==> config.mk <==
export PLATFORM = sky130hd
export DESIGN_NAME = shift_add_mult
export DESIGN_NICKNAME = d
export VERILOG_FILES = /design/src/rtl/shift_add_mult_pkg.sv /design/src/rtl/shift_add_mult_step_add.sv /design/src/rtl/shift_add_mult.sv
export SDC_FILE = /design/constraint.sdc
export NUM_CORES = 1
export LEC_CHECK = 0
export ABC_AREA = 1
export ABC_CLOCK_PERIOD_IN_PS = 2600
export CORE_ASPECT_RATIO = 1.25
export CORE_UTILIZATION = 45
export CTS_BUF_LIST = sky130_fd_sc_hd__clkbuf_4 sky130_fd_sc_hd__clkbuf_8
export CTS_CLUSTER_DIAMETER = 40
export DETAILED_ROUTE_END_ITERATION = 16
export GPL_ROUTABILITY_DRIVEN = 0
export PLACE_DENSITY = 0.83
export SYNTH_ARGS = -nofsm -noshare
export SYNTH_HDL_FRONTEND = slang
export SYNTH_HIERARCHICAL = 1
export SYNTH_SLANG_ARGS = --single-unit
==> constraint.sdc <==
create_clock -name clk -period 2.6 [get_ports clk]
set_clock_uncertainty 0.2 [all_clocks]
set_input_delay 0.52 -clock clk [delete_from_list [all_inputs] [get_ports clk]]
set_output_delay 0.52 -clock clk [all_outputs]
set_load 0.05 [all_outputs]
==> src/rtl/shift_add_mult_pkg.sv <==
// shift_add_mult_pkg: shared FSM state type and default operand width for shift_add_mult.
package shift_add_mult_pkg;

    typedef enum logic [1:0] {IDLE, BUSY, DONE} mul_state_t;

    localparam int MUL_WIDTH_DEF = 8;

endpackage

==> src/rtl/shift_add_mult_step_add.sv <==
// mul_step_add: one shift-and-add step, hi plus (optionally) the multiplicand, carry kept as MSB.
module mul_step_add #(
    parameter int WIDTH = 8
) (
    input  logic [WIDTH-1:0] hi,
    input  logic [WIDTH-1:0] a,
    input  logic             en,
    output logic [WIDTH:0]   sum
);

    assign sum = {1'b0, hi} + {1'b0, en ? a : {WIDTH{1'b0}}};

endmodule

==> src/rtl/shift_add_mult.sv <==
// shift_add_mult: sequential unsigned WIDTH x WIDTH multiplier, one add and shift per cycle.
// Define SHIFT_ADD_MULT_OVF_EN to add out_ovf (product does not fit in WIDTH bits).
module shift_add_mult
    import shift_add_mult_pkg::*;
#(
    parameter int WIDTH = MUL_WIDTH_DEF,
    parameter int CNT_W = $clog2(WIDTH) + 1
) (
    input  logic               clk,
    input  logic               rst_n,
    input  logic               in_valid,
    output logic               in_ready,
    input  logic [WIDTH-1:0]   in_a,
    input  logic [WIDTH-1:0]   in_b,
    output logic               out_valid,
    input  logic               out_ready,
`ifdef SHIFT_ADD_MULT_OVF_EN
    output logic               out_ovf,
`endif
    output logic [2*WIDTH-1:0] out_prod
);

    mul_state_t         state;
    logic [WIDTH-1:0]   a;
    logic [2*WIDTH-1:0] p;
    logic [CNT_W-1:0]   cnt;
    logic [WIDTH:0]     sum;

    mul_step_add #(.WIDTH(WIDTH)) u_step (
        .hi (p[2*WIDTH-1:WIDTH]),
        .a  (a),
        .en (p[0]),
        .sum(sum)
    );

    // Multiplier bits drain out of the bottom of p while product bits enter at the top.
    always_ff @(posedge clk or negedge rst_n) begin
        if (!rst_n) begin
            state <= IDLE;
            a     <= '0;
            p     <= '0;
            cnt   <= '0;
        end else begin
            case (state)
                IDLE: if (in_valid) begin
                    state <= BUSY;
                    a     <= in_a;
                    p     <= {{WIDTH{1'b0}}, in_b};
                    cnt   <= '0;
                end
                BUSY: begin
                    p   <= {sum, p[WIDTH-1:1]};
                    cnt <= cnt + 1'b1;
                    if (cnt == CNT_W'(WIDTH - 1)) state <= DONE;
                end
                DONE: if (out_ready) state <= IDLE;
                default: state <= IDLE;
            endcase
        end
    end

    assign in_ready  = (state == IDLE);
    assign out_valid = (state == DONE);
    assign out_prod  = p;
`ifdef SHIFT_ADD_MULT_OVF_EN
    assign out_ovf   = |p[2*WIDTH-1:WIDTH];
`endif

endmodule

==> results of run 1 <==
==> routing by layer <==
metal  GRT usage (%)  wire, um
met2            35.0      1830
met5               0         0
met1            23.2      1580
met3            5.23       147
met4            8.20        68
==> synth_stat cells (2+ instances only) <==
| library cell | number |
|---|---|
| nand4_1 | 2 |
| inv_1 | 22 |
| xnor2_1 | 2 |
| a21oi_1 | 3 |
| buf_2 | 6 |
| o21ai_1 | 3 |
| ha_1 | 9 |
| nand2_1 | 131 |
| or2_4 | 2 |
| inv_2 | 2 |
| nand3_1 | 14 |
| dfrtp_1 | 30 |
| o21ai_0 | 2 |
| nor2_1 | 5 |
| nand2_2 | 3 |
==> area by class of cell <==
type	instances	area share, %
multi-input combinational	182	38.4
sequential	30	33.1
timing repair buffer	42	18.4
inverter	24	3.97
clock buffer	5	3.03
tap	40	2.20
clock inverter	3	0.937
==> cell families (layout without fill, tap and decap cells) <==
group | after synthesis | after routing | synth area share, %
XOR/XNOR | 3 | 3 | 1.50
buffers and inverters | 32 | 74 | 7.49
AND/OR/NAND/NOR | 161 | 161 | 38.4
adder cells (fa/ha/maj) | 10 | 10 | 7.56
flip-flops | 30 | 30 | 42.8
AO/OA/AOI/OAI | 8 | 8 | 2.28
==> sequential cells by signal, indices dropped and copies added (netlist names) <==
| register | flops |
|---|---|
| state | 2 |
| cnt | 4 |
| a | 8 |
| out_prod | 16 |
==> through the flow <==
step                      utilization, %  power [mW]  std cells  setup WS, ps
after floorplan                        -        1.96        244           323
after global placement              58.1        2.38        318           515
after detailed placement            58.1        2.41        318           507
after CTS                           60.5        2.81        326           182
after global routing                60.5        3.01        326           126
final                               60.5        2.77        326           188
==> final timing paths <==
kind / from / to / depth (start not counted)
max: out_prod[0]$_DFFE_PN0P_ / out_prod[0] / 1
min: a[1]$_DFFE_PN0P_ / a[1]$_DFFE_PN0P_ / 2
max reg2reg: out_prod[0]$_DFFE_PN0P_ / out_prod[15]$_DFFE_PN0P_ / 12
min reg2reg: a[1]$_DFFE_PN0P_ / a[1]$_DFFE_PN0P_ / 2
max in group asynchronous: rst_n / out_prod[8]$_DFFE_PN0P_ / 2
min in group asynchronous: rst_n / out_prod[1]$_DFFE_PN0P_ / 2
==> power by group through the flow <==
stage | registers, mW | clock network, mW | logic (mW)
after detailed placement | 0.849 | 0 | 1.57
after global routing | 0.872 | 0.411 | 1.73
after global placement | 0.848 | 0 | 1.53
after CTS | 0.845 | 0.389 | 1.57
final | 0.842 | 0.376 | 1.55
after floorplan | 1.14 | 0 | 0.818
==> impl_metrics.json, run 1 <==
{
  "outcome": "completed",
  "cts_inserted_buffers": 5,
  "finalInstanceArea_um2": 2270,
  "post-route-min-period_ps": 2410,
  "postCtsSetupRepairBufs": 0,
  "path_class": "reg -> out",
  "grt_start_max_net_pins": 31,
  "detail_route.wirelength_um": 3630,
  "vias_after_detailed_routing": 1572,
  "report.final.slew_viol_count": 0,
  "leading_cell_type_in_the_layout_fill_and_taps_excluded": "nand2_1",
  "die_height_um": 71.8,
  "power-per-cell-area_nw_per_um2": 1220,
  "startpoint_type": "register",
  "timing.max_slew.rel_slack_pct": 66.1,
  "syn-instance-count": 244,
  "grt_usage_pct": 20.1,
  "post_route_cells_drive_above_1_share_pct": 8.39,
  "via_count_of_the_first_global_routing_pass": 1504,
  "synth_top_cells_by_area": "dfrtp_1 (43%), nand2_1 (28%), ha_1 (6.4%), inv_1 (4.7%), nand3_1 (4.0%)",
  "dieArea_um2": 4150,
  "cp_data_arrival_time_ps": 1690,
  "hold_slack_final_ps": 271,
  "postCtsHoldBufs": 0,
  "rsz0062_at_grt": "no",
  "synth_async_sr_flop_share_pct": 100,
  "ys_warn_count": 6,
  "cts-root-buf": "clkbuf_8",
  "post_detailed_route_drc_marker_count": 0,
  "register_area_um2": 751,
  "kind_of_cell_adding_the_most_delay_to_the_critical_path": "buffers and inverters",
  "setup_tns_ps": 0,
  "detailed_route_iter0_violations": 48,
  "detail_route.vias_per_cell": 4.82,
  "synth_seq_area_share_pct": 42.8,
  "clkSlewWorstSetupHoldPaths_ps": 70,
  "cts_repair_resize_count": 0,
  "p_int_mw": 1.42,
  "postSynthNetCount": 274,
  "post_synthesis_instance_area_um2": 1750,
  "clk_path_buf_depth": 2,
  "dr.pass1.iters": 6,
  "p_clk_share_pct": 13.6,
  "synthDistinctLibCells": 23,
  "num_rows": 25,
  "worstPathBufferInverterCount": 1,
  "timing.critical_path.cells": "clkdlybuf4s50_1",
  "ir_drop_mv": 0.820,
  "netSwitchingFraction_pct": 48.7,
  "aggregate_global_routing_overflow": 0,
  "setup_viol": 0,
  "die_width_um": 57.8,
  "antenna_found_initial": 0,
  "syn_avg_cell_area_um2": 7.19,
  "r2r_slack_ps": 490,
  "hold_viol": 0,
  "critPathSlowestCell": "clkdlybuf4s50_1",
  "antenna_violating_nets_post_route": 0,
  "yosys.area.top_type_share_pct": 42.8,
  "net_switching_mw": 1.35,
  "crit_path_required_time_ps": 1880,
  "timing.critical_path.to_type": "primary output",
  "nFillCells": 344,
  "fmax_mhz": 415,
  "port_buffers": 37,
  "fin_crit_sh_pct": 92.8,
  "syn2layout_area_growth_pct": 29.5,
  "num-nets-final": 315,
  "clock_sinks": 30,
  "layout.cells.most_common_list": "nand2_1 (131), clkdlybuf4s50_1 (36), dfrtp_1 (30)",
  "clock_latency_ps": 290,
  "avgRoutedWirePerCell_um": 11.1,
  "post-synth-top-area-cell": "dfrtp_1",
  "multi_input_area_um2": 872,
  "cts_htree_levels": 2,
  "ys.flop_type": "dfrtp_1",
  "core_region_area_um2": 3750,
  "edff_count_synth": 0,
  "io_pins": 38,
  "detailedPlacementHpwl_um": 2720,
  "hold_path_class": "reg -> reg",
  "grt_first_pass_wirelength_um": 6410,
  "cap_viol_max_count": 0,
  "yosys_register_bits": 30,
  "start_util_pct": 46.7,
  "crit_path_max_fanout": 10,
  "total_leakage_power_nw": 1.30,
  "timing.critical_path.slowest_cell_delay_ps": 880,
  "worstMarginPinSlew_ps": 507,
  "sequentialPowerShare_pct": 30.4,
  "postPlaceCellArea_um2": 2180,
  "combPwrFrac_pct": 56.1,
  "antenna-diode-count": 0,
  "cts_tree": "built"
}
(Power assumes the default switching activity.)
==> inputs of run 2 (changes only) <==
--- a/config.mk
+++ b/config.mk
@@ -8,8 +8,9 @@
 export ABC_AREA = 1
 export ABC_CLOCK_PERIOD_IN_PS = 2600
 export CORE_ASPECT_RATIO = 1.25
+export CORE_MARGIN = 2
 export CORE_UTILIZATION = 45
-export CTS_BUF_LIST = sky130_fd_sc_hd__clkbuf_4 sky130_fd_sc_hd__clkbuf_8
+export CTS_BUF_LIST = sky130_fd_sc_hd__clkbuf_8
 export CTS_CLUSTER_DIAMETER = 40
 export DETAILED_ROUTE_END_ITERATION = 16
 export GPL_ROUTABILITY_DRIVEN = 0
==> constraint.sdc (replaced) <==
create_clock -name clk -period 2.6 [get_ports clk]
set_clock_uncertainty 0.2 [all_clocks]
set_input_delay 0.78 -clock clk [delete_from_list [all_inputs] [get_ports clk]]
set_output_delay 0.78 -clock clk [all_outputs]
set_load 0.05 [all_outputs]
==> impl_metrics.json, run 2 (synthesis gave the netlist of run 1 again) <==
{
  "timing.max_slew.rel_slack_pct": 66.3,
  "dieArea_um2": 4420,
  "postPlaceCellArea_um2": 2180,
  "hold_viol": 0,
  "crit_path_max_fanout": 3,
  "timing.critical_path.cells": "clkdlybuf4s50_1",
  "aggregate_global_routing_overflow": 0,
  "worstMarginPinSlew_ps": 504,
  "critPathSlowestCell": "clkdlybuf4s50_1",
  "totalPowerFinal_mw": 2.79,
  "worstPathBufferInverterCount": 1,
  "leading_cell_type_in_the_layout_fill_and_taps_excluded": "nand2_1",
  "port_buffers": 37,
  "crit_path_start": "out_prod[2]$_DFFE_PN0P_",
  "vias_after_detailed_routing": 1603,
  "cts_htree_levels": 2,
  "start_util_pct": 46.7,
  "topRoutingLayerUsed": "met4",
  "startpoint_type": "register",
  "clk_path_buf_depth": 2,
  "num-nets-final": 316,
  "hold_slack_final_ps": 271,
  "crit_path_required_time_ps": 1620,
  "total_leakage_power_nw": 1.32,
  "syn2layout_area_growth_pct": 29.5,
  "rsz0062_at_grt": "no",
  "io_pins": 38,
  "hold_start": "a[7]$_DFFE_PN0P_",
  "clkSlewWorstSetupHoldPaths_ps": 60,
  "detailed_route_iter0_violations": 74,
  "antenna_violating_nets_post_route": 0,
  "grt_start_max_net_pins": 31,
  "grt_first_pass_wirelength_um": 6380,
  "fin_cells": 327,
  "hold_path_class": "reg -> reg",
  "cts_inserted_buffers": 5,
  "clock_sinks": 30,
  "core_region_area_um2": 3750,
  "preCtsSetupSlack_ps": 453,
  "post-route-min-period_ps": 2460,
  "final_core_util_pct": 60.5,
  "die_width_um": 59.8,
  "met3WireLength_um": 220,
  "via_count_of_the_first_global_routing_pass": 1508,
  "power-per-cell-area_nw_per_um2": 1230,
  "outcome": "completed",
  "post_route_cells_drive_above_1_share_pct": 9.41,
  "report.final.slew_viol_count": 0,
  "r2r-start": "out_prod[0]$_DFFE_PN0P_",
  "die_height_um": 73.8,
  "fin_crit_sh_pct": 94.5,
  "fmax_mhz": 407,
  "grt_usage_pct": 19.3,
  "largest_reg_flops": 16,
  "layout.cells.most_common_list": "nand2_1 (131), clkdlybuf4s50_1 (33), dfrtp_1 (30)",
  "cts_tree": "built",
  "num_rows": 25,
  "cp_data_arrival_time_ps": 1480,
  "timing.critical_path.slowest_cell_delay_ps": 820,
  "path_class": "reg -> out",
  "antenna-diode-count": 0,
  "cap_viol_max_count": 0,
  "antenna_found_initial": 0,
  "detailedPlacementHpwl_um": 2760,
  "clock_latency_ps": 280,
  "setup_viol": 0,
  "met1Wirelength_um": 1670,
  "timing.critical_path.to_type": "primary output",
  "setup_slack_ps": 143,
  "avgRoutedWirePerCell_um": 11.6,
  "ir_drop_mv": 0.727,
  "postCtsHoldBufs": 0,
  "r2r_slack_ps": 390,
  "post_detailed_route_drc_marker_count": 0,
  "dp.cells": 319,
  "detail_route.vias_per_cell": 4.90,
  "cts_repair_resize_count": 0,
  "postCtsSetupRepairBufs": 0,
  "setup_tns_ps": 0,
  "dr.pass1.iters": 4,
  "met2WireLength_um": 1820,
  "finalInstanceArea_um2": 2270,
  "cts-root-buf": "clkbuf_8",
  "kind_of_cell_adding_the_most_delay_to_the_critical_path": "buffers and inverters",
  "detail_route.wirelength_um": 3790
}
==> run 2: metal layers <==
layer	GRT usage, %	vias to the layer above
met5	0	-
met4	7.90	0
met3	5.11	8
met2	32.2	45
met1	23.0	723
li1	-	827
==> run 2: layout make-up <==
class / instances / area [um2]
clock buffers: 6 / 82.6
clock inverters: 2 / 8.76
fillers: 335 / 1480
inverters: 24 / 90.1
multi-input cells: 182 / 872
flip-flops and latches: 30 / 751
well taps: 40 / 50.0
repair buffers: 43 / 418
==> run 2: where the power goes <==
part	switching, mW	internal (mW)
Clock	0.171	0.209
Sequential	0.162	0.670
Combinational	1.01	0.569
Total	1.34	1.45
==> run 2: worst paths after layout <==
path                                            endpoint  cells after the start
worst max-delay path                         out_prod[2]                      1
worst min-delay path                    a[7]$_DFFE_PN0P_                      2
worst max register to register  out_prod[15]$_DFFE_PN0P_                     12
worst min register to register          a[7]$_DFFE_PN0P_                      2
max in group asynchronous        out_prod[7]$_DFFE_PN0P_                      2
min in group asynchronous        out_prod[0]$_DFFE_PN0P_                      2
